`config.mk`:
```
export PLATFORM = sky130hd
export DESIGN_NAME = serial_subtractor
export DESIGN_NICKNAME = d
export VERILOG_FILES = /design/src/rtl/serial_subtractor.sv
export SDC_FILE = /design/constraint.sdc
export NUM_CORES = 1
export LEC_CHECK = 0
export ABC_CLOCK_PERIOD_IN_PS = 2900
export BUFFER_PORTS_ARGS = -buffer_cell sky130_fd_sc_hd__clkbuf_2
export CORE_ASPECT_RATIO = 0.75
export CORE_UTILIZATION = 43
export CTS_BUF_LIST = sky130_fd_sc_hd__clkbuf_4 sky130_fd_sc_hd__clkbuf_8
export DETAILED_ROUTE_END_ITERATION = 7
export PLACE_DENSITY = 0.69
export SYNTH_ARGS = -nofsm -noshare
export SYNTH_HDL_FRONTEND = slang
export SYNTH_SLANG_ARGS = --single-unit
```
`constraint.sdc`:
```
create_clock -name clk -period 2.9 [get_ports clk]
set_clock_uncertainty 0.05 [all_clocks]
set_input_delay 0.29 -clock clk [delete_from_list [all_inputs] [get_ports clk]]
set_output_delay 0.29 -clock clk [all_outputs]
set_load 0.02 [all_outputs]
```
`src/rtl/serial_subtractor.sv`:
```
// Multi-cycle N-bit subtractor: diff = a - b - borrow_in, SLICE bits per clock
// through a registered borrow chain, with valid/ready handshakes on both sides.
module serial_subtractor #(
  parameter int unsigned WIDTH = 8,
  parameter int unsigned SLICE = 1
) (
  input  logic             clk,
  input  logic             rst_n,
  input  logic             in_valid,
  output logic             in_ready,
  input  logic [WIDTH-1:0] a,
  input  logic [WIDTH-1:0] b,
  input  logic             borrow_in,
  output logic             out_valid,
  input  logic             out_ready,
  output logic [WIDTH-1:0] diff,
  output logic             borrow_out,
  output logic             overflow,
  output logic             zero
);

  localparam int unsigned NSLICE = WIDTH / SLICE;
  localparam int unsigned KW     = (NSLICE > 1) ? $clog2(NSLICE) : 1;
  localparam int unsigned SW     = SLICE + 1;
  localparam logic [KW-1:0] K_LAST = KW'(NSLICE - 1);

  typedef enum logic [1:0] {IDLE, RUN, DONE} state_e;

  state_e           state_q, state_d;
  logic [WIDTH-1:0] a_q, a_d;
  logic [WIDTH-1:0] b_q, b_d;
  logic             brw_q, brw_d;
  logic [KW-1:0]    k_q, k_d;
  logic [WIDTH-1:0] diff_q, diff_d;
  logic             borrow_out_q, borrow_out_d;
  logic             overflow_q, overflow_d;
  logic             zero_q, zero_d;

  logic [SLICE-1:0] a_s, b_s;
  logic [SW-1:0]    slice_res;

  always_comb begin
    state_d      = state_q;
    a_d          = a_q;
    b_d          = b_q;
    brw_d        = brw_q;
    k_d          = k_q;
    diff_d       = diff_q;
    borrow_out_d = borrow_out_q;
    overflow_d   = overflow_q;
    zero_d       = zero_q;
    a_s          = '0;
    b_s          = '0;

    for (int unsigned i = 0; i < NSLICE; i++) begin
      if (KW'(i) == k_q) begin
        a_s = a_q[i*SLICE +: SLICE];
        b_s = b_q[i*SLICE +: SLICE];
      end
    end
    // Extra top bit of the widened difference is the borrow out of this slice
    slice_res = {1'b0, a_s} - {1'b0, b_s} - SW'(brw_q);

    case (state_q)
      IDLE: begin
        if (in_valid) begin
          a_d     = a;
          b_d     = b;
          brw_d   = borrow_in;
          k_d     = '0;
          state_d = RUN;
        end
      end
      RUN: begin
        for (int unsigned i = 0; i < NSLICE; i++) begin
          if (KW'(i) == k_q) diff_d[i*SLICE +: SLICE] = slice_res[SLICE-1:0];
        end
        brw_d = slice_res[SLICE];
        if (k_q == K_LAST) begin
          state_d      = DONE;
          borrow_out_d = slice_res[SLICE];
          overflow_d   = (a_q[WIDTH-1] != b_q[WIDTH-1]) && (diff_d[WIDTH-1] != a_q[WIDTH-1]);
          zero_d       = (diff_d == '0);
        end else begin
          k_d = k_q + 1'b1;
        end
      end
      DONE: begin
        if (out_ready) state_d = IDLE;
      end
      default: state_d = IDLE;
    endcase
  end

  always_ff @(posedge clk or negedge rst_n) begin
    if (!rst_n) begin
      state_q      <= IDLE;
      a_q          <= '0;
      b_q          <= '0;
      brw_q        <= 1'b0;
      k_q          <= '0;
      diff_q       <= '0;
      borrow_out_q <= 1'b0;
      overflow_q   <= 1'b0;
      zero_q       <= 1'b0;
    end else begin
      state_q      <= state_d;
      a_q          <= a_d;
      b_q          <= b_d;
      brw_q        <= brw_d;
      k_q          <= k_d;
      diff_q       <= diff_d;
      borrow_out_q <= borrow_out_d;
      overflow_q   <= overflow_d;
      zero_q       <= zero_d;
    end
  end

  assign in_ready   = (state_q == IDLE);
  assign out_valid  = (state_q == DONE);
  assign diff       = diff_q;
  assign borrow_out = borrow_out_q;
  assign overflow   = overflow_q;
  assign zero       = zero_q;

endmodule

```
**Word level (Yosys, flattened, before mapping)**

Cells that the tools add are included.

- Flip-flop bits (word level): 33
- Input port bits: 21
- Output and inout bits: 13
- Word-level logic and storage cells: 79

- $add $sub $neg: 3
- Eq/ne operators: 16
- Muxes and demuxes: 41
- Reductions and logical operators: 10

Operators by type and width:

| cell | number |
|---|---|
| $mux W1 | 33 |
| $eq A3 B3 Y1 const A | 4 |
| $logic_not A8 Y1 | 1 |
| $eq A2 B3 Y1 const A | 2 |
| $mux W2 | 3 |
| $mux W3 | 2 |
| $ne A2 B2 Y1 const B | 3 |
| $pmux W2 S3 | 1 |
| $pmux W3 S2 | 1 |
| $reduce_and A2 Y1 | 3 |
| $reduce_and A3 Y1 | 2 |
| $add A3 B1 Y3 const B | 1 |
| $eq A1 B3 Y1 const A | 1 |
| $eq A3 B3 Y1 const B | 1 |
| $logic_not A3 Y1 | 1 |
| $eq A2 B1 Y1 const B | 1 |
| $eq A2 B2 Y1 const B | 1 |
| $logic_not A2 Y1 | 1 |
| $ne A1 B1 Y1 | 2 |
| $ne A2 B1 Y1 const B | 1 |
| $pmux W1 S2 | 1 |
| $reduce_bool A2 Y1 | 1 |
| $sub A1 B1 Y2 | 1 |
| $sub A2 B1 Y2 | 1 |
| $logic_and A1 B1 Y1 | 1 |

**Logic depth before layout (Yosys ltp)**

Gate-level depths: netlist (run 1).

- Depth in word-level cells: 15
- Gate-level depth with buffers: 13
- Gate-level depth less buffers: 11

**Least setup slack after synthesis (run 1)**

No wires, ideal clock.

- Kind: register to register
- Start point: reg k_q[0]
- End point: reg overflow_q (netlist: overflow)
- Setup time: 83 ps
- Arrival: 2538 ps
- Required time: 2767 ps
- Slack: 229 ps
- Cell stages (with the launch flop): 14
- Buffers on the path: 2
- Period minus slack after synthesis: 2671 ps
- Cell sequence: dfrtp_1 > inv_1 > ha_1 > buf_2 > nand3b_1 > a2111oi_0 > o22ai_1 > o2bb2ai_1 > fa_1 > clkbuf_1 > nand2_1 > nor2_1 > a21oi_1 > o21ai_0

- Word-level cells in the longest chain between the ends: 15
- Elaborated cells on any way between the ends: 32
- Classes of those cells: add/sub: 2; eq/ne: 9; mux: 18; reduce/logical: 3

Ends and longest elaborated chain:

| element | RTL line | text |
|---|---|---|
| from (decl) | 33 | `logic [KW-1:0] k_q, k_d;` |
| from (signal assigned) | 111 | `k_q <= k_d;` |
| $logic_not A3 Y1 | 56 | `if (KW'(i) == k_q) begin` |
| $mux W1 (8 in a row) | 56 |  |
| $sub A1 B1 Y2 | 62 | `slice_res = {1'b0, a_s} - {1'b0, b_s} - SW'(brw_q);` |
| $sub A2 B1 Y2 | 62 |  |
| $mux W1 | 76 | `if (KW'(i) == k_q) diff_d[i*SLICE +: SLICE] = slice_res[SLICE-1:0];` |
| $mux W1 | 64 | `case (state_q)` |
| $ne A1 B1 Y1 | 82 | `overflow_d = (a_q[WIDTH-1] != b_q[WIDTH-1]) && (diff_d[WIDTH-1] != a_q[WIDTH-1]);` |
| $logic_and A1 B1 Y1 | 82 |  |
| to (signal assigned) | 114 | `overflow_q <= overflow_d;` |
| to (decl) | 36 | `logic overflow_q, overflow_d;` |

Parallel ways exist; a longest one is shown, timed or not. The select of a mux whose other input is x is not followed.
A chain may end at the register's enable or synchronous reset.

**Worst setup path in the final report (run 1)**

Ends and elaborated chain as after synthesis.

==> flow_metrics.env, run 1 <==
export IMPL_routed_wl_um=3680
export IMPL_status="finished clean"
export IMPL_track_usage_pct=18.3
export IMPL_drc=0
export IMPL_crit_slowest_cell="fa_2"
export IMPL_grt_max_degree=34
export IMPL_drtPass1Iterations=4
export IMPL_grt_pass1_wl_um=6090
export IMPL_p_per_area_nw_per_um2=1380
export IMPL_cts_max_path_buffers=2
export IMPL_postRouteAntennaNets=0
export IMPL_crit_path_start_kind="flop"
export IMPL_insertion_delay_ns=0.29
export IMPL_power_frac_comb_pct=55.7
export IMPL_ys_types=41
export IMPL_hp_class="in -> async"
export IMPL_gp_congestion=0.768
export IMPL_drive_above_1_share_pct=38.3
export IMPL_drv_cap=0
export IMPL_boundaryPins=34
export IMPL_fp_dieH_um=58.2
export IMPL_holdWs_ns=0.0295
export IMPL_worstMarginPinSlew_ns=0.807
export IMPL_synthCells=168
export IMPL_cts_tree="yes"
export IMPL_avgRoutedWirePerCell_um=14.1
export IMPL_synth_edf_count=0
export IMPL_syn_to_final_growth_pct=21.4
export IMPL_instances_no_fill=261
export IMPL_drt_iter0_markers=84
export IMPL_layout_common_cells="clkbuf_2, dfrtp_1, nand2_1"
export IMPL_clockPowerShare_pct=15.0
export IMPL_cts_max_level=2
export IMPL_yosysTopAreaCell="dfrtp_1"
export IMPL_cts_clk_slew_worst_paths_ns=0.07
export IMPL_final_common_cell="clkbuf_2"
export IMPL_leakagePower_nw=1.00
export IMPL_grt_ovfl_total=0
export IMPL_ys_flop_type="dfrtp_1"
export IMPL_fmax_mhz=365
export IMPL_core_sq_um=4050
export IMPL_die_x_um=76.9
export IMPL_n_antenna_cell=0
export IMPL_required_ns=3.05
export IMPL_num_vias=1368
export IMPL_holdBufCountCts=0
export IMPL_endpoint_kind="flop"
export IMPL_numPortBuffers=33
export IMPL_rsz0062_at_grt="false"
export IMPL_setup_violations_final=0
export IMPL_fin_crit_sh_pct=94.5
export IMPL_p_sw_w=0.00122
export IMPL_place_hpwl_um=2680
export IMPL_drv_slew=0
export IMPL_switching_share_pct=40.5
export IMPL_slowest_delay_ns=0.57
export IMPL_dp_cells=253
export IMPL_nets=233
export IMPL_crit_fanout=7
export IMPL_seq_area_frac_synth_pct=45.6
export IMPL_die_area_sq_um=4480
export IMPL_finalHoldViolations=0
export IMPL_p_seq_share_pct=29.4
export IMPL_postCtsSetupBuffers=0
export IMPL_root_buffer="clkbuf_8"
export IMPL_relSlewSlack_pct=46.2
export IMPL_ys_seq_elements=33
export IMPL_netlist_top_cells_area="dfrtp_1, mux2_2, mux2_4"
export IMPL_max_vdd_ir_drop_mv=0.679
export IMPL_antenna_found_initial=0
export IMPL_period_needed_ns=2.74
export IMPL_finalSetupTns_ns=0
export IMPL_p_int_w=0.00180
export IMPL_synth_top_area_share_pct=45.6
export IMPL_arrival_ns=2.89
export IMPL_initial_core_util_pct=44.7
export IMPL_syn_area_sq_um=1810
export IMPL_path_class="reg -> reg"
export IMPL_row_count=20
export IMPL_r2r_cells=12
export IMPL_via_per_inst=5.24
export IMPL_numClockSinks=33
export IMPL_synth_nets=196
export IMPL_syn_area_per_cell_sq_um=10.8
export IMPL_grt_pass1_vias=1274
export IMPL_cts_buffers=5
export IMPL_synth_warnings=0
export IMPL_async_flop_share_pct=100
export IMPL_worstPathCellList="inv_2, ha_2, nand3b_1, a2111oi_4, o22ai_1, o2bb2ai_1, fa_2, buf_4, nand2_1, nor2_1, a21oi_1, o21ai_0"
==> state kept, by name, summed over array words and instances, names as in the netlist <==
register	count
state_q	2
diff	8
k_q	3
a_q	8
brw_q	1
overflow	1
b_q	8
borrow_out	1
zero	1
==> worst paths after layout <==
check	startpoint	endpoint	slack [ns]
worst max-delay path	k_q[0]	overflow	0.16
worst min-delay path	rst_n	b_q[0]	0.03
worst max register to register	k_q[0]	overflow	0.16
worst min register to register	diff[7]	diff[7]	0.45
max in group asynchronous	rst_n	k_q[1]	2.22
min in group clk	out_ready	state_q[1]	0.14
==> cells by family after synthesis <==
group	synth area share, %
mux	12.3
buf+inv	5.80
flops	45.6
compound gates	18.3
fa+ha+maj	5.25
simple gates	12.7
==> worst max-delay path, delay by kind of cell, from the launching register on <==
kind / cells / cell delay (ns)
adders and majority gates: 2 / 0.81
buffers and inverters: 2 / 0.28
DFF: 1 / 0.45
and+or+nand+nor: 3 / 0.27
AOI/OAI and AO/OA: 5 / 0.77
==> synth_stat cells, drive strengths merged (2+ instances only) <==
| cell type | n |
|---|---|
| a2111oi | 2 |
| nor2b | 5 |
| inv | 9 |
| nand3b | 4 |
| a22o | 3 |
| mux2i | 2 |
| nor2 | 11 |
| dfrtp | 33 |
| o22ai | 2 |
| a21oi | 10 |
| nand2b | 5 |
| nand2 | 17 |
| o32ai | 2 |
| buf | 8 |
| o21ai | 12 |
| a31oi | 5 |
| a2bb2oi | 3 |
| mux2 | 16 |
| ha | 6 |
==> power groups by stage <==
stage | logic [W] | registers (W) | clock network (W)
2_1_floorplan | 0.00111 | 0.000901 | 0
3_3_place_gp | 0.00156 | 0.000879 | 0
3_5_place_dp | 0.00158 | 0.000880 | 0
4_1_cts | 0.00159 | 0.000876 | 0.000466
5_1_grt | 0.00185 | 0.000923 | 0.000488
6_report | 0.00168 | 0.000888 | 0.000452
==> final cells by class <==
type	count	area, sq um
fillers	381	1860
multi-input cells	117	937
flip-flops and latches	33	827
repair buffers	39	210
clock buffers	7	90.1
well taps	55	68.8
inverters	9	33.8
clock inverters	1	30.0
==> metal layers <==
metal	GRT usage, %	share of wire [%]	vias to the layer above
li1	-	-	666
met1	25.3	52	659
met5	0	0	-
met2	25.4	40	37
met4	6.59	1.6	0
met3	7.87	6.3	6
==> stage by stage <==
step / power, W / util (%) / setup slack [ns] / area (sq um)
floorplan: 0.00201 / - / 0.229 / 1810
global placement: 0.00244 / 49.8 / 0.159 / 2020
detailed placement: 0.00246 / 49.8 / 0.0769 / 2020
CTS: 0.00293 / 52.7 / 0.0223 / 2140
global route: 0.00326 / 54.2 / 0.00392 / 2200
finish: 0.00302 / 54.2 / 0.160 / 2200
==> what timing repair did <==
item / CTS / global route
hold endpoints to repair: 0 / 0
gates resized for setup: 0 / 14
endpoints found under the setup margin: 0 / 4
Note: power is estimated with default switching activity, not from simulation.
==> run 2, diff against run 1 <==
- ABC_AREA: default -> 1
- CELL_PAD_IN_SITES_DETAIL_PLACEMENT: default -> 0
- CELL_PAD_IN_SITES_GLOBAL_PLACEMENT: default -> 1
- CORE_UTILIZATION: 43 -> 41
- PLACE_DENSITY: 0.69 -> 0.86
==> run 2 against run 1 <==
  * Sequential power down 6.9%
  * Cell count up 23%
  * Clock power down 25%
  * Global-route usage down 0.38 points
  * Combinational power down 17%
  * Clock-buffer cell count down 1
  * Fmax up 0.97%
  * Cell area down 2.5%
==> flow_metrics.env, run 2 <==
export IMPL_status="finished clean"
export IMPL_cts_max_level=2
export IMPL_ys_flop_type="dfrtp_1"
export IMPL_die_x_um=78.0
export IMPL_insertion_delay_ns=0.28
export IMPL_async_flop_share_pct=100
export IMPL_dp_cells=311
export IMPL_grt_pass1_wl_um=6210
export IMPL_drive_above_1_share_pct=29.6
export IMPL_avgRoutedWirePerCell_um=11.6
export IMPL_routed_wl_um=3750
export IMPL_root_buffer="clkbuf_8"
export IMPL_ys_seq_elements=33
export IMPL_numPortBuffers=33
export IMPL_path_common_cell="nand2_1"
export IMPL_grt_ovfl_total=0
export IMPL_leakagePower_nw=1.16
export IMPL_synth_top_area_share_pct=46.4
export IMPL_crit_slowest_cell="fa_2"
export IMPL_numClockSinks=33
export IMPL_synth_warnings=0
export IMPL_cts_buffers=5
export IMPL_yosysTopAreaCell="dfrtp_1"
export IMPL_seq_area_frac_synth_pct=46.4
export IMPL_fp_dieH_um=59.0
export IMPL_p_per_area_nw_per_um2=1190
export IMPL_cts_max_path_buffers=2
export IMPL_cts_clk_slew_worst_paths_ns=0.07
export IMPL_placed_cell_area_sq_um=1980
export IMPL_finalHoldViolations=0
export IMPL_gp_congestion=0.814
export IMPL_hp_class="in -> async"
export IMPL_num_vias=1477
export IMPL_cts_tree="yes"
export IMPL_synth_nets=255
export IMPL_core_sq_um=4100
export IMPL_fmax_mhz=369
export IMPL_crit_path_start_kind="flop"
export IMPL_postRouteAntennaNets=0
export IMPL_syn_area_sq_um=1780
export IMPL_initial_core_util_pct=43.3
export IMPL_endpoint_kind="flop"
export IMPL_place_hpwl_um=2750
export IMPL_syn_to_final_growth_pct=20.5
export IMPL_drt_iter0_markers=47
export IMPL_layout_common_cells="nand2_1, clkbuf_2, dfrtp_1"
export IMPL_final_common_cell="nand2_1"
export IMPL_holdBufCountCts=0
export IMPL_path_class="reg -> reg"
export IMPL_row_count=20
export IMPL_finalSetupTns_ns=0
export IMPL_fin_crit_sh_pct=93.6
export IMPL_worstMarginPinSlew_ns=0.810
export IMPL_synthCells=227
export IMPL_synth_common_cells="nand2_1, dfrtp_1, inv_1, nor2_1, o21ai_0"
export IMPL_relSlewSlack_pct=46.0
export IMPL_via_per_inst=4.59
export IMPL_max_vdd_ir_drop_mv=0.429
export IMPL_arrival_ns=2.88
export IMPL_boundaryPins=34
export IMPL_power_w=0.00256
export IMPL_nets=294
export IMPL_slowest_delay_ns=0.64
export IMPL_required_ns=3.07
export IMPL_grt_max_degree=34
export IMPL_ys_types=30
export IMPL_setup_violations_final=0
export IMPL_n_antenna_cell=0
export IMPL_crit_fanout=8
export IMPL_syn_area_per_cell_sq_um=7.83
export IMPL_track_usage_pct=17.9
export IMPL_drv_cap=0
export IMPL_drtPass1Iterations=4
export IMPL_antenna_found_initial=0
export IMPL_drc=0
export IMPL_synth_edf_count=0
export IMPL_netlist_top_cells_area="dfrtp_1, nand2_1, inv_1"
export IMPL_yosysMostFrequentCell="nand2_1"
export IMPL_die_area_sq_um=4610
export IMPL_instances_no_fill=322
export IMPL_drv_slew=0
export IMPL_grt_pass1_vias=1293
export IMPL_worstPathCellList="buf_4, ha_4, inv_1, nor2_4, nand2_1, nand3_1, nand2_1, nand2_1, nand2_1, nand2_1, nand2_1, nand2_1, nand2_1, fa_2, o21ai_0, nor3_2, nand4_1, nand2_1"
export IMPL_period_needed_ns=2.71
export IMPL_post_route_cell_area_sq_um=2140
==> run 2: cell count changes in the layout (fill, tap and decap cells not counted), moves of 5 or more <==
cell,previous run,this run
nand2_1,16,89
a31oi_1,5,0
a21oi_1,9,1
mux2_4,6,0
inv_2,2,9
nor2_1,10,16
nand3_1,1,7
mux2_2,10,0
nand2b_1,5,0
inv_1,7,18
==> run 2: area by class of cell <==
class	count	area (sq um)
Clock buffer	6	76.3
Timing Repair Buffer	38	203
Clock inverter	2	10.0
Multi-Input combinational cell	159	841
Fill cell	410	1960
Tap cell	55	68.8
Sequential cell	33	827
Inverter	29	116
==> run 2: power by group <==
group / leakage (nW) / internal [W] / switching [W]
Sequential: 0.413 / 0.000673 / 0.000154
Combinational: 0.703 / 0.000518 / 0.000872
Clock: 0.0484 / 0.000175 / 0.000163
Total: 1.16 / 0.00137 / 0.00119
==> run 2: final timing paths <==
path	from	endpoint	slack (ns)	depth (start not counted)
min	rst_n	zero	0.04	1
max in group asynchronous	rst_n	k_q[0]	2.20	1
min reg2reg	a_q[4]	a_q[4]	0.43	2
max reg2reg	k_q[0]	zero	0.19	18
min in group clk	out_ready	state_q[1]	0.12	2
max	k_q[0]	zero	0.19	18
==> run 2: worst max-delay path, delay by kind of cell (launching register included) <==
family | cells | cell delay (ns)
compound gates | 1 | 0.16
simple gates | 13 | 1.03
buf+inv | 2 | 0.21
fa+ha+maj | 2 | 0.80
flops | 1 | 0.41
==> run 2: cell families (layout without fill, tap and decap cells) <==
logic type               count (synthesis)  in the layout  share of synthesized area [%]
flip-flops                              33             33                           46.4
buffers and inverters                   35             75                           9.22
AO/OA/AOI/OAI                           28             28                           9.22
AND/OR/NAND/NOR                        124            124                           29.8
adder cells (fa/ha/maj)                  7              7                           5.35
==> run 2: metrics by stage <==
stage	worst slack (ns)	hold WS [ns]	utilization [%]
detailed placement	0.0663	0.371	48.2
CTS	0.0463	0.0675	50.3
global placement	0.110	0.362	48.2
global route	-0.0182	0.0934	52.2
finish	0.186	0.0382	52.2
floorplan	0.349	-0.0556	-
==> run 2: repair_timing <==
| item | 4_1_cts | 5_1_grt |
|---|---|---|
| gates resized for setup | 0 | 18 |
| setup endpoints to repair | 0 | 7 |
| hold endpoints to repair | 0 | 0 |
| setup buffers | 0 | 3 |
==> run 2: metal layers <==
layer / global-route usage, % / share of wire [%] / wire length, um / vias to the layer above
li1: - / - / - / 777
met4: 5.82 / 1.1 / 42 / 0
met1: 26.6 / 53 / 1970 / 655
met5: 0 / 0 / 0 / -
met2: 25.2 / 40 / 1520 / 38
met3: 5.08 / 5.7 / 214 / 7
